$ cat src/rtl/adxl345_pkg.sv
// rtl/adxl345_pkg.sv - register map, constants and state encodings shared by adxl345_ctrl
package adxl345_pkg;

    localparam logic [5:0] ADDR_DEVID       = 6'h00;
    localparam logic [5:0] ADDR_BW_RATE     = 6'h2C;
    localparam logic [5:0] ADDR_POWER_CTL   = 6'h2D;
    localparam logic [5:0] ADDR_DATA_FORMAT = 6'h31;
    localparam logic [5:0] ADDR_DATAX0      = 6'h32;

    localparam logic [7:0] DEVID_EXP = 8'hE5;
    localparam logic [2:0] BURST_LEN = 3'd6;

    typedef enum logic [3:0] {
        S_STARTUP,
        S_RD_ID,
        S_CHK_ID,
        S_WR_BW,
        S_WR_FMT,
        S_WR_PWR,
        S_WAIT_TICK,
        S_RD_XYZ,
        S_PUBLISH,
        S_ERROR
    } state_t;

    typedef enum logic [1:0] {
        T_IDLE,
        T_ISSUE,
        T_BUSY,
        T_DONE
    } txn_state_t;

endpackage

$ cat src/rtl/spi_txn_seq.sv
// rtl/spi_txn_seq.sv - start-pulse / busy / done handshake toward spi_module
module spi_txn_seq
    import adxl345_pkg::*;
(
    input  logic i_clk,
    input  logic i_rst,
    input  logic i_go,
    input  logic i_spi_ready,
    output logic o_done,
    output logic o_spi_start
);

    txn_state_t r_state;
    txn_state_t w_state_nxt;
    logic       r_start;
    logic       w_start_nxt;

    always_ff @(posedge i_clk) begin
        if (i_rst) begin
            r_state <= T_IDLE;
            r_start <= 1'b0;
        end else begin
            r_state <= w_state_nxt;
            r_start <= w_start_nxt;
        end
    end

    // Start is registered so no i_spi_ready -> o_spi_start combinational path exists.
    always_comb begin
        w_state_nxt = r_state;
        w_start_nxt = 1'b0;
        o_done      = 1'b0;
        case (r_state)
            T_IDLE:  if (i_go) w_state_nxt = T_ISSUE;
            T_ISSUE: if (i_spi_ready) begin
                w_start_nxt = 1'b1;
                w_state_nxt = T_BUSY;
            end
            T_BUSY:  if (!i_spi_ready) w_state_nxt = T_DONE;
            T_DONE:  if (i_spi_ready) begin
                o_done      = 1'b1;
                w_state_nxt = i_go ? T_ISSUE : T_IDLE;
            end
            default: w_state_nxt = T_IDLE;
        endcase
    end

    assign o_spi_start = r_start;

endmodule

$ cat src/rtl/adxl345_ctrl.sv
// rtl/adxl345_ctrl.sv - ADXL345 bring-up and periodic XYZ burst reader; ADXL345_DEVID_CHECK_EN adds the ID check
module adxl345_ctrl
    import adxl345_pkg::*;
#(
    parameter int         STARTUP_CLKS       = 24000,
    parameter int         SAMPLE_PERIOD_CLKS = 120000,
    parameter logic [7:0] BW_RATE_VAL        = 8'h0A,
    parameter logic [7:0] DATA_FORMAT_VAL    = 8'h08,
    parameter logic [7:0] POWER_CTL_VAL      = 8'h08
) (
    input  logic        i_clk,
    input  logic        i_rst,
    output logic        o_spi_start,
    output logic        o_spi_rw_n,
    output logic        o_spi_multibyte_rd,
    output logic [5:0]  o_spi_addr,
    output logic [7:0]  o_spi_datain,
    input  logic        i_spi_ready,
    input  logic        i_spi_dataval,
    input  logic [7:0]  i_spi_dataout,
    output logic [15:0] o_accel_x,
    output logic [15:0] o_accel_y,
    output logic [15:0] o_accel_z,
    output logic        o_sample_valid,
    output logic        o_init_done,
    output logic        o_devid_err,
    output logic        o_overrun
);

    state_t      r_state;
    state_t      w_state_nxt;
    logic        w_go;
    logic        w_done;
    logic        w_tick;
    logic [31:0] r_startup_cnt;
    logic [31:0] r_tmr;
    logic [2:0]  r_idx;
    logic [7:0]  r_bytes [0:5];
    logic        r_dv;
    logic [5:0]  r_addr;
    logic        r_rw_n;
    logic        r_mb;
    logic [7:0]  r_datain;
    logic        r_init_done;
    logic        r_overrun;
    logic        r_valid;
    logic [15:0] r_x;
    logic [15:0] r_y;
    logic [15:0] r_z;

    spi_txn_seq u_txn (
        .i_clk       (i_clk),
        .i_rst       (i_rst),
        .i_go        (w_go),
        .i_spi_ready (i_spi_ready),
        .o_done      (w_done),
        .o_spi_start (o_spi_start)
    );

    assign w_tick = r_init_done && (r_tmr == 32'(SAMPLE_PERIOD_CLKS - 1));

    always_ff @(posedge i_clk) begin
        if (i_rst) r_state <= S_STARTUP;
        else       r_state <= w_state_nxt;
    end

    // w_go is raised on entry to every transaction state so the handshake starts immediately.
    always_comb begin
        w_state_nxt = r_state;
        w_go        = 1'b0;
        case (r_state)
            S_STARTUP: if (r_startup_cnt == 32'(STARTUP_CLKS - 1)) begin
`ifdef ADXL345_DEVID_CHECK_EN
                w_state_nxt = S_RD_ID;
`else
                w_state_nxt = S_WR_BW;
`endif
                w_go = 1'b1;
            end
`ifdef ADXL345_DEVID_CHECK_EN
            S_RD_ID:   if (w_done) w_state_nxt = S_CHK_ID;
            S_CHK_ID:  if (r_bytes[0] != DEVID_EXP) begin
                w_state_nxt = S_ERROR;
            end else begin
                w_state_nxt = S_WR_BW;
                w_go        = 1'b1;
            end
`endif
            S_WR_BW:   if (w_done) begin
                w_state_nxt = S_WR_FMT;
                w_go        = 1'b1;
            end
            S_WR_FMT:  if (w_done) begin
                w_state_nxt = S_WR_PWR;
                w_go        = 1'b1;
            end
            S_WR_PWR:  if (w_done) w_state_nxt = S_WAIT_TICK;
            S_WAIT_TICK: if (w_tick) begin
                w_state_nxt = S_RD_XYZ;
                w_go        = 1'b1;
            end
            S_RD_XYZ:  if (w_done) w_state_nxt = (r_idx == BURST_LEN) ? S_PUBLISH : S_WAIT_TICK;
            S_PUBLISH: w_state_nxt = S_WAIT_TICK;
            S_ERROR:   w_state_nxt = S_ERROR;
            default:   w_state_nxt = S_STARTUP;
        endcase
    end

    // Fields follow the next state so they are already stable when the start pulse leaves.
    always_ff @(posedge i_clk) begin
        if (i_rst) begin
            r_addr   <= 6'h00;
            r_rw_n   <= 1'b0;
            r_mb     <= 1'b0;
            r_datain <= 8'h00;
        end else begin
            case (w_state_nxt)
                S_RD_ID:  begin r_addr <= ADDR_DEVID;       r_rw_n <= 1'b1; r_mb <= 1'b0; r_datain <= 8'h00; end
                S_WR_BW:  begin r_addr <= ADDR_BW_RATE;     r_rw_n <= 1'b0; r_mb <= 1'b0; r_datain <= BW_RATE_VAL; end
                S_WR_FMT: begin r_addr <= ADDR_DATA_FORMAT; r_rw_n <= 1'b0; r_mb <= 1'b0; r_datain <= DATA_FORMAT_VAL; end
                S_WR_PWR: begin r_addr <= ADDR_POWER_CTL;   r_rw_n <= 1'b0; r_mb <= 1'b0; r_datain <= POWER_CTL_VAL; end
                S_RD_XYZ: begin r_addr <= ADDR_DATAX0;      r_rw_n <= 1'b1; r_mb <= 1'b1; r_datain <= {5'd0, BURST_LEN}; end
                default:  ;
            endcase
        end
    end

    always_ff @(posedge i_clk) begin
        if (i_rst) begin
            r_startup_cnt <= 32'd0;
            r_tmr         <= 32'd0;
            r_init_done   <= 1'b0;
            r_overrun     <= 1'b0;
            r_dv          <= 1'b0;
            r_idx         <= 3'd0;
            r_valid       <= 1'b0;
            r_x           <= 16'h0000;
            r_y           <= 16'h0000;
            r_z           <= 16'h0000;
        end else begin
            r_dv      <= i_spi_dataval;
            r_overrun <= w_tick && (r_state == S_RD_XYZ || r_state == S_PUBLISH);
            r_valid   <= 1'b0;
            if (r_state == S_STARTUP) r_startup_cnt <= r_startup_cnt + 32'd1;
            if (r_state == S_WR_PWR && w_done) begin
                r_init_done <= 1'b1;
                r_tmr       <= 32'd0;
            end else if (r_init_done) begin
                r_tmr <= w_tick ? 32'd0 : r_tmr + 32'd1;
            end
            if (w_go)                            r_idx <= 3'd0;
            else if (r_dv && r_idx != BURST_LEN) r_idx <= r_idx + 3'd1;
            if (r_state == S_RD_XYZ && w_done && r_idx == BURST_LEN) begin
                r_x     <= {r_bytes[1], r_bytes[0]};
                r_y     <= {r_bytes[3], r_bytes[2]};
                r_z     <= {r_bytes[5], r_bytes[4]};
                r_valid <= 1'b1;
            end
        end
    end

    always_ff @(posedge i_clk) begin
        if (!w_go && r_dv && r_idx != BURST_LEN) r_bytes[r_idx] <= i_spi_dataout;
    end

`ifdef ADXL345_DEVID_CHECK_EN
    logic r_devid_err;
    always_ff @(posedge i_clk) begin
        if (i_rst)                                             r_devid_err <= 1'b0;
        else if (r_state == S_CHK_ID && r_bytes[0] != DEVID_EXP) r_devid_err <= 1'b1;
    end
    assign o_devid_err = r_devid_err;
`else
    assign o_devid_err = 1'b0;
`endif

    assign o_spi_rw_n         = r_rw_n;
    assign o_spi_multibyte_rd = r_mb;
    assign o_spi_addr         = r_addr;
    assign o_spi_datain       = r_datain;
    assign o_accel_x          = r_x;
    assign o_accel_y          = r_y;
    assign o_accel_z          = r_z;
    assign o_sample_valid     = r_valid;
    assign o_init_done        = r_init_done;
    assign o_overrun          = r_overrun;

endmodule
$ cat config.mk
export PLATFORM = sky130hd
export DESIGN_NAME = adxl345_ctrl
export DESIGN_NICKNAME = d
export VERILOG_FILES = /design/src/rtl/adxl345_pkg.sv /design/src/rtl/spi_txn_seq.sv /design/src/rtl/adxl345_ctrl.sv
export SDC_FILE = /design/constraint.sdc
export NUM_CORES = 1
export LEC_CHECK = 0
export BUFFER_PORTS_ARGS = -buffer_cell sky130_fd_sc_hd__buf_2
export CORE_MARGIN = 2
export CORE_UTILIZATION = 63
export DETAILED_ROUTE_END_ITERATION = 8
export HOLD_SLACK_MARGIN = 0.02
export PLACE_DENSITY = 0.94
export SYNTH_ARGS = -nofsm -noshare
export SYNTH_HDL_FRONTEND = slang
export SYNTH_SLANG_ARGS = --single-unit
export TNS_END_PERCENT = 5
$ cat constraint.sdc
create_clock -name i_clk -period 5.8 [get_ports i_clk]
set_input_delay 0.29 -clock i_clk [delete_from_list [all_inputs] [get_ports i_clk]]
set_output_delay 0.29 -clock i_clk [all_outputs]
set_load 0.02 [all_outputs]
# Word level (Yosys, flattened, before mapping)

Memory sizes are Yosys's and may differ from the RTL's. A register that Yosys moved wholly into a read port is not among the register bits.
Cells that the tools add are included.

Register bits after elaboration: 94
RAM bits: 48
Input bits: 12
Memories kept: 1

Add/subtract/negate cells: 3
Equality and inequality tests: 23
Multiplexer cells: 28
Bitwise logic cells: 1
Reductions and logical operators: 25

Memory list:

| memory  | depth | bits a word | rd ports | clocked after Yosys merged registers in | write ports | RTL line           | source |
|---|---|---|---|---|---|---|---|
| r_bytes | 6     | 8           | 6        | 6                                       | 1           | adxl345_ctrl.sv:38 | `logic [7:0] r_bytes [0:5];` |

Operators with widths:

| operator                                                           | count |
|---|---|
| 32-bit by 1-bit adder with 32-bit output (second input constant)   | 2 |
| 32-bit by 15-bit == test with 1-bit output (second input constant) | 1 |
| 32-bit by 17-bit == test with 1-bit output (second input constant) | 1 |
| 32-bit 2-to-1 mux                                                  | 1 |
| 4-bit case mux with 8 select lines                                 | 1 |
| 8-bit case mux with 4 select lines                                 | 1 |
| 6-bit case mux with 5 select lines                                 | 1 |
| 4-bit by 3-bit == test with 1-bit output (second input constant)   | 7 |
| 4-bit 2-to-1 mux                                                   | 7 |
| 2-bit OR reduction                                                 | 6 |
| 1-bit 2-to-1 mux                                                   | 9 |
| 4-bit by 2-bit == test with 1-bit output (second input constant)   | 2 |
| 4-bit == test (second input constant)                              | 2 |
| 1-bit logical AND                                                  | 8 |
| 2-bit 2-to-1 mux                                                   | 4 |
| 2-bit case mux with 4 select lines                                 | 1 |
| 2-bit != test (second input constant)                              | 3 |
| 5-bit nonzero test                                                 | 1 |
| 2-bit == test (second input constant)                              | 2 |
| 4-bit by 1-bit == test with 1-bit output (second input constant)   | 1 |
| 4-bit zero test                                                    | 1 |
| 1-bit case mux with 2 select lines                                 | 2 |
| 4-bit AND reduction                                                | 1 |
| 2-bit nonzero test                                                 | 2 |
| other kinds (13)                                                   | 13 |

# Longest topological paths before layout

Gate-level depths: netlist (run 1).

Word-level depth: 9
Mapped depth: 9
Gate-level depth less buffers: 8

# Hierarchy

Synthesis (run 1) repeated with hierarchy kept, for this count alone.

Cell total of the unflattened synthesis: 765
Area, all modules: 7,369.6 µm²

Modules (own cells, without submodules):

| module       | instances | cells an instance | area an instance (µm²) | seq. area each (µm²) |
|---|---|---|---|---|
| adxl345_ctrl | 1         | 742               | 7,138.1                | 4,103.9 |
| spi_txn_seq  | 1         | 23                | 231.5                  | 60.1 |

# Least setup slack after synthesis (run 1)

No wires, ideal clock.

Path type: register to register
Start point: register r_state[2]
End point: memory r_bytes[4][0], enable pin
Setup time: 0.385 ns
Data arrival time: 2.156 ns
Data required time: 5.415 ns
Slack: 3.259 ns
Stages on the path, launching flop included: 7
Period minus slack after synthesis: 2.541 ns
Cells stage by stage: dfxtp_1 > clkbuf_1 > o22ai_1 > nor3b_1 > a211oi_1 > nand3b_1 > nor3b_1

Longest elaborated chain between the ends: 8

RTL lines:

| element                                                                                                     | RTL line            | source |
|---|---|---|
| from (decl)                                                                                                 | adxl345_ctrl.sv:30  | `state_t r_state;` |
| from (signal assigned)                                                                                      | adxl345_ctrl.sv:64  | `else r_state <= w_state_nxt;` |
| 4-bit by 3-bit == test with 1-bit output / 4-bit by 2-bit == test with 1-bit output (equally long branches) | adxl345_ctrl.sv:71  | `case (r_state)` |
| 2-bit OR reduction (no source line)                                                                         | n/a                 |  |
| 1-bit case mux with 3 select lines *                                                                        | adxl345_ctrl.sv:71  |  |
| 1-bit zero test *                                                                                           | adxl345_ctrl.sv:163 | `if (!w_go && r_dv && r_idx != BURST_LEN) r_bytes[r_idx] <= i_spi_dataout;` |
| 1-bit logical AND * (2 in a row)                                                                            | adxl345_ctrl.sv:163 |  |
| 1-bit 2-to-1 mux *                                                                                          | adxl345_ctrl.sv:163 |  |
| 1-bit 2-to-1 mux (not written as such) *                                                                    | adxl345_ctrl.sv:163 |  |
| to (decl)                                                                                                   | adxl345_ctrl.sv:38  |  |

Mark *: on every way between the ends. The rest lies on a longest branch, timed or not.

# Worst setup path after layout (run 1)

Start point: register r_state[1]
End point: memory r_bytes[4][7], enable pin

The elaborated chain is that of the path after synthesis.

==> impl_metrics.py, run 1 <==
metrics = {
    "cts": {
        "cts_resized": 0,
        "postCtsSetupBuffers": 0,
        "insertion_delay_ns": 0.43,
        "cts_sinks": 184,
        "clk_pin_slew_worst_paths_ns": 0.06,
        "ctsHoldBuffers": 0,
        "cts.path.max_buffers": 2,
        "h-tree-depth": 4,
        "cts_tree": "yes",
        "root_buffer": "clkbuf_16",
        "cts-buffers-inserted": 17,
    },
    "global_route": {
        "grt_pass1_wl_um": 26800,
        "gr-total-overflow": 0,
        "grtUsageTotal_pct": 26.7,
        "grt_pass1_vias": 5622,
        "antenna_found_initial": 0,
        "grt_start_max_net_pins": 97,
    },
    "timing": {
        "hold_viol_final": 0,
        "fin_ws_ns": 2.71,
        "setup_tns_ns": 0,
        "rsz0062_at_grt": "no",
        "hold_slack_ns": 0.0865,
        "drv_slew": 0,
        "fin_crit_ns": 3.09,
        "max_freq_ghz": 0.324,
        "fin_skew_ns": 0.0129,
        "worst_pin_slew_ns": 1.13,
        "finalCritPeriodShare_pct": 53.2,
        "setup_viol": 0,
        "timing.slew.headroom_pct": 23.9,
    },
    "route": {
        "wl_per_cell_um": 17.0,
        "viasPerCell": 5.90,
        "first_pass_iters": 5,
        "vias": 5807,
        "ant_nets": 0,
        "drt_iter0_drc": 611,
        "drt_wl_total_um": 16700,
        "drcViolationCount": 0,
    },
    "synth": {
        "synthTopCellsByArea": "dfxtp_1, edfxtp_1, nand2_1, a21oi_1, nor2_1",
        "netlist_instances": 772,
        "synth.most_common_cell": "dfxtp_1",
        "yosys_warnings": 0,
        "synth_async_sr_flop_share_pct": 0,
        "synth_commonest_cells": "dfxtp_1, nand2_1, nor2_1",
        "yosysSeqAreaShare_pct": 56.3,
        "ys_ff_latch": 184,
        "synth_top_area_cell": "dfxtp_1",
        "synthFlopType": "dfxtp_1",
        "synthDistinctLibCells": 62,
        "syn_area_per_cell_um2": 9.57,
        "synth.cell_area_um2": 7390,
        "synth-edff-count": 48,
        "synth.top_cell.area_share_pct": 36.8,
    },
    "worst_setup_path": {
        "cp_max_fo": 14,
        "startpoint": "r_state[1]$_SDFF_PP0_",
        "cp.required_ns": 5.85,
        "worst-setup-path-type": "reg -> reg",
        "cp.arrival_ns": 3.14,
        "r2r_slack_ns": 2.71,
        "startpoint_type": "flop",
        "cp-end-kind": "flop",
        "r2r-start": "r_state[1]$_SDFF_PP0_",
    },
    "die": {
        "num_rows": 39,
        "coreArea_um2": 11400,
        "floorplan.initialDensity_pct": 64.7,
        "die_x_um": 112,
        "ios": 81,
        "die-area_um2": 12600,
        "dieHeight_um": 112,
    },
    "cells_and_area": {
        "layout-drive-gt1-share_pct": 14.4,
        "final_nets": 849,
        "syn_to_final_growth_pct": 13.8,
        "n_antenna_cell": 0,
        "fin_util_pct": 73.7,
    },
    "placed_design": {
        "pre_cts_ws_ns": 2.81,
        "port_buffers": 74,
        "hpwl_um": 10500,
        "place_congestion": 0.884,
    },
    "status": {
        "outcome": "complete, no violations",
    },
    "run": {
        "max_cap_viol_count": 0,
    },
    "hold_path": {
        "min_from": "i_spi_dataval",
        "hold_path_class": "in -> reg",
    },
    "pwr": {
        "power_per_cell_area_nw_per_um2": 314,
        "vdd_drop_max_mv": 0.307,
        "power.leakage_nw": 3.06,
    },
}
-- metal layers --
metal | routed length [um] | GRT usage, % | share of wire, % | vias to the layer above
li1 | - | - | - | 2769
met1 | 7230 | 33.1 | 43 | 2816
met2 | 8410 | 45.0 | 50 | 193
met3 | 704 | 5.89 | 4.2 | 29
met4 | 389 | 11.7 | 2.3 | 0
met5 | 0 | 0 | 0 | -
-- where the power goes --
group / internal [W] / switching (W)
Clock: 0.000728 / 0.000495
Sequential: 0.00133 / 0.00000897
Combinational: 0.0000233 / 0.0000565
-- metrics by stage --
stage / cell area, um^2 / std cells / total power, W
5_1_grt: 8410 / 984 / 0.00271
3_5_place_dp: 7790 / 952 / 0.00144
3_3_place_gp: 7790 / 952 / 0.00144
4_1_cts: 8410 / 984 / 0.00264
2_1_floorplan: 7410 / 777 / 0.00142
6_report: 8410 / 984 / 0.00264
-- flip-flops by register name, summed over array words and instances (netlist names) --
register and count:
o_accel_x 16, o_accel_y 16, o_accel_z 16, o_init_done 1
o_overrun 1, o_sample_valid 1, o_spi_addr 5, o_spi_datain 3
o_spi_multibyte_rd 1, o_spi_rw_n 1, r_bytes 48, r_dv 1
r_idx 3, r_startup_cnt 32, r_state 4, r_tmr 32
u_txn.o_spi_start 1, u_txn.r_state 2
-- final timing paths --
check / cells past startpoint / endpoint
min reg2reg: 2 / o_accel_y[12]$_SDFFE_PP0P_
max: 6 / r_bytes[4][7]$_DFFE_PP_
min: 2 / r_dv$_SDFF_PP0_
max reg2reg: 6 / r_bytes[4][7]$_DFFE_PP_
-- cells in the final DEF, fill, tap and decap left out, types with 2 or more instances in the layout --
cell        synthesis  layout
dfxtp_1           136     136
nand2_1           126     126
nor2_1             77      77
buf_2               3      74
a21oi_1            72      72
edfxtp_1           48      48
nand3_1            31      31
xor2_1             26      26
inv_1              21      21
o21ai_0            21      21
xnor2_1            21      21
nand4_1            20      20
or3_1              17      17
clkbuf_16           0      17
nor3_1             14      13
nor4_1             10      10
ha_1                9       9
and3_1              8       8
and4_1              7       7
conb_1              1       6
a211oi_2            5       5
nand2b_1            4       4
and2_1              4       4
bufinv_16           0       4
nand3b_1            3       3
o22ai_1             3       3
a211oi_1            3       3
o21a_1              3       3
clkinv_4            0       3
buf_4               7       3
nor4b_1             2       2
nor3b_1             2       2
nor2b_1             2       2
clkinv_1            1       2
o211a_1             2       2
inv_6               0       2
clkinvlp_4          0       2
clkbuf_1           34       2
-- cell type report --
cell class	instances	area, um^2
repair buffers	77	393
inverters	22	82.6
well taps	143	179
multi-input cells	526	2970
fillers	726	3000
clock buffers	19	433
flip-flops and latches	184	4160
clock inverters	13	194
-- critical path, stage by stage (launching register included) --
cell and delay, ns:
dfxtp_1 0.64, nor4_4 0.16, nand4_4 0.16, nor4_2 0.09, a211oi_1 0.41, nand3b_1 0.26, nor3b_1 0.98
-- cells by family after synthesis --
family	synth area share (%)
simple gates	22.7
flops	56.3
compound gates	9.85
buf+inv	3.81
xor+xnor	5.57
fa+ha+maj	1.52
other cells	0.0507
mux	0.135
Power figures use the tool's default switching activity.
==> run 2: changes to the inputs <==
- ABC_AREA: default -> 1
- CORE_UTILIZATION: 63 -> 53
- PLACE_DENSITY: 0.94 -> 0.85
- clock period: 5.8 -> 2.52 ns (I/O delays scaled with it)
==> run 2 against run 1 <==
- hold slack worse by 0.023 ns
- design area rose by 9.4%
- combinational power increased by 49%
- clock skew up 0.0058 ns
- register-to-register slack got worse by 2.4 ns
- synthesized cell count increased by 24%
- sequential power is 130% higher
- critical path type unchanged
- highest routed layer unchanged
==> impl_metrics.py, run 2 <==
metrics = {
    "worst_setup_path": {
        "r2r_end": "r_bytes[1][3]$_DFFE_PP_",
        "cp-end-kind": "flop",
        "startpoint": "r_state[0]$_SDFF_PP0_",
        "r2r-start": "r_state[0]$_SDFF_PP0_",
        "r2r_slack_ns": 0.31,
        "startpoint_type": "flop",
        "cp.arrival_ns": 2.36,
        "cp_max_fo": 11,
        "r2r_cells": 10,
        "worst-setup-path-type": "reg -> reg",
        "cp.required_ns": 2.67,
        "endpoint": "r_bytes[1][3]$_DFFE_PP_",
    },
    "timing": {
        "rsz0062_at_grt": "no",
        "hold_viol_final": 0,
        "drv_slew": 0,
        "worst_pin_slew_ns": 0.813,
        "fin_skew_ns": 0.0187,
        "finalCritPeriodShare_pct": 87.7,
        "setup_viol": 0,
        "setup_tns_ns": 0,
        "max_freq_ghz": 0.452,
        "timing.slew.headroom_pct": 45.7,
        "fin_crit_ns": 2.21,
        "hold_slack_ns": 0.0630,
    },
    "synth": {
        "synth-edff-count": 48,
        "synth_top_family_by_area": "simple AND/OR/NAND/NOR gates",
        "synth_async_sr_flop_share_pct": 0,
        "synth.cell_area_um2": 7980,
        "ys_ff_latch": 184,
        "synthFlopType": "dfxtp_1",
        "synth.most_common_cell": "nor2_1",
        "synth_mux_area_share_pct": 0,
        "synth_commonest_cells": "nor2_1, dfxtp_1, nand2_1",
        "synth-compound-area-share_pct": 8.88,
        "synthDistinctLibCells": 45,
        "yosys_warnings": 0,
        "yosys.area_share.simple_pct": 28.5,
        "synthTopCellsByArea": "dfxtp_1, edfxtp_1, nor2_1, nand2_1, o21ai_0",
        "synth_xor_area_share_pct": 2.20,
        "netlist_instances": 956,
        "yosysSeqAreaShare_pct": 52.2,
        "synth_top_area_cell": "dfxtp_1",
        "synth.top_cell.area_share_pct": 34.1,
        "synth_fa_ha_area_share_pct": 1.41,
        "syn_area_per_cell_um2": 8.34,
    },
    "cts": {
        "cts_sinks": 184,
        "clk_pin_slew_worst_paths_ns": 0.08,
        "cts.path.max_buffers": 2,
        "cts_tree": "yes",
        "h-tree-depth": 4,
        "insertion_delay_ns": 0.45,
        "root_buffer": "clkbuf_16",
        "cts-buffers-inserted": 17,
    },
    "cells_and_area": {
        "multiInputGateArea_um2": 3290,
        "n_antenna_cell": 0,
        "final_common_cell": "nor2_1",
        "largestRegisters": "r_bytes (48), r_startup_cnt (32), r_tmr (32)",
        "fillers": 1158,
        "final_nets": 1060,
        "fin_util_pct": 62.9,
        "syn_to_final_growth_pct": 15.4,
        "layout-drive-gt1-share_pct": 17.2,
        "final_cell_mix": "nor2_1, dfxtp_1, nand2_1",
        "seq_area_um2": 4160,
        "regMostFlops": "r_bytes",
        "largest_reg_flops": 48,
    },
    "global_route": {
        "grt_pass1_vias": 6438,
        "antenna_found_initial": 0,
        "gr-total-overflow": 0,
        "grt_pass1_wl_um": 30600,
        "grtUsageTotal_pct": 23.8,
        "grt_start_max_net_pins": 66,
    },
    "status": {
        "outcome": "complete, no violations",
    },
    "route": {
        "ant_nets": 0,
        "drcViolationCount": 0,
        "viasPerCell": 5.48,
        "drt_wl_total_um": 18500,
        "first_pass_iters": 5,
        "wl_per_cell_um": 15.0,
        "drt_iter0_drc": 610,
        "vias": 6772,
    },
    "pwr": {
        "power_per_cell_area_nw_per_um2": 639,
        "vdd_drop_max_mv": 0.509,
        "power.leakage_nw": 3.82,
    },
    "die": {
        "ios": 81,
        "floorplan.initialDensity_pct": 54.5,
        "num_rows": 44,
        "die-area_um2": 16000,
        "die_x_um": 127,
        "coreArea_um2": 14600,
        "dieHeight_um": 127,
    },
    "run": {
        "max_cap_viol_count": 0,
    },
    "hold_path": {
        "hold_path_class": "in -> reg",
        "hold_path_depth": 3,
    },
    "placed_design": {
        "port_buffers": 74,
        "place_congestion": 0.878,
        "hpwl_um": 11900,
    },
}
==> run 2: changes by cell type after synthesis, moves of 14 or more <==
cell	previous run	this run
inv_1	21	86
xnor2_1	21	1
nor2_1	77	204
nor3_1	14	28
clkbuf_1	34	15
o21ai_0	21	72
a21oi_1	72	45
or3_1	17	0
==> run 2: kinds of logic after synthesis <==
| family | Yosys count |
|---|---|
| and+or+nand+nor | 478 |
| DFF | 184 |
| AOI/OAI and AO/OA | 134 |
| buffers and inverters | 130 |
| xor gates and xnor gates | 20 |
| adders and majority gates | 9 |
| other | 1 |
==> run 2: per-layer routing <==
metal | GRT usage, % | part of all wire [%]
met1 | 28.7 | 41
met3 | 5.02 | 6.3
met5 | 0 | 0
met4 | 11.2 | 3.3
met2 | 40.9 | 50
==> run 2: critical path, cell delays in order, from the launching register on <==
cell and delay (ns):
dfxtp_1 0.43, nor2_2 0.09, nand2_2 0.27, nor2_1 0.09, nand2_1 0.09, nor2_2 0.04, nand2_2 0.13, nand3_2 0.18
nand3b_1 0.27, nor2_1 0.13, buf_4 0.19
==> run 2: worst min path at each step <==
stage / start / end / slack (ns)
3_3_place_gp: i_spi_dataval / r_dv$_SDFF_PP0_ / 0.38
4_1_cts: i_spi_ready / u_txn.o_spi_start$_SDFF_PP0_ / 0.04
6_report: i_spi_ready / u_txn.o_spi_start$_SDFF_PP0_ / 0.06
2_1_floorplan: i_spi_dataout[0] / r_bytes[0][0]$_DFFE_PP_ / 0.22
3_5_place_dp: i_spi_dataval / r_dv$_SDFF_PP0_ / 0.38
5_1_grt: i_spi_ready / u_txn.o_spi_start$_SDFF_PP0_ / 0.05
==> run 2: power breakdown <==
part | leakage (nW) | internal, W | switching [W]
Combinational | 1.99 | 0.0000331 | 0.0000857
Sequential | 1.53 | 0.00304 | 0.00000839
Clock | 0.299 | 0.00136 | 0.00135
==> run 2: repair_timing <==
action | 4_1_cts | 5_1_grt
gates resized for setup | 0 | 0
setup buffers | 0 | 0
hold endpoints to repair | 49 | 0
hold buffers | 9 | 0
==> run 2: through the flow <==
step,cell area (um^2),setup slack (ns),instances,total power [W]
after global placement,8490,0.480,1195,0.00322
after floorplan,8000,0.412,961,0.00318
final,9210,0.309,1236,0.00588
after CTS,9210,0.336,1236,0.00590
after global routing,9210,0.183,1236,0.00603
after detailed placement,8490,0.423,1195,0.00322
==> run 2: area by class of cell <==
cell class | count | area share [%]
Inverter | 96 | 3.93
Sequential cell | 184 | 45.2
Timing Repair Buffer | 93 | 5.82
Tap cell | 184 | 2.50
Clock buffer | 17 | 4.62
Multi-Input combinational cell | 647 | 35.8
Clock inverter | 15 | 2.13
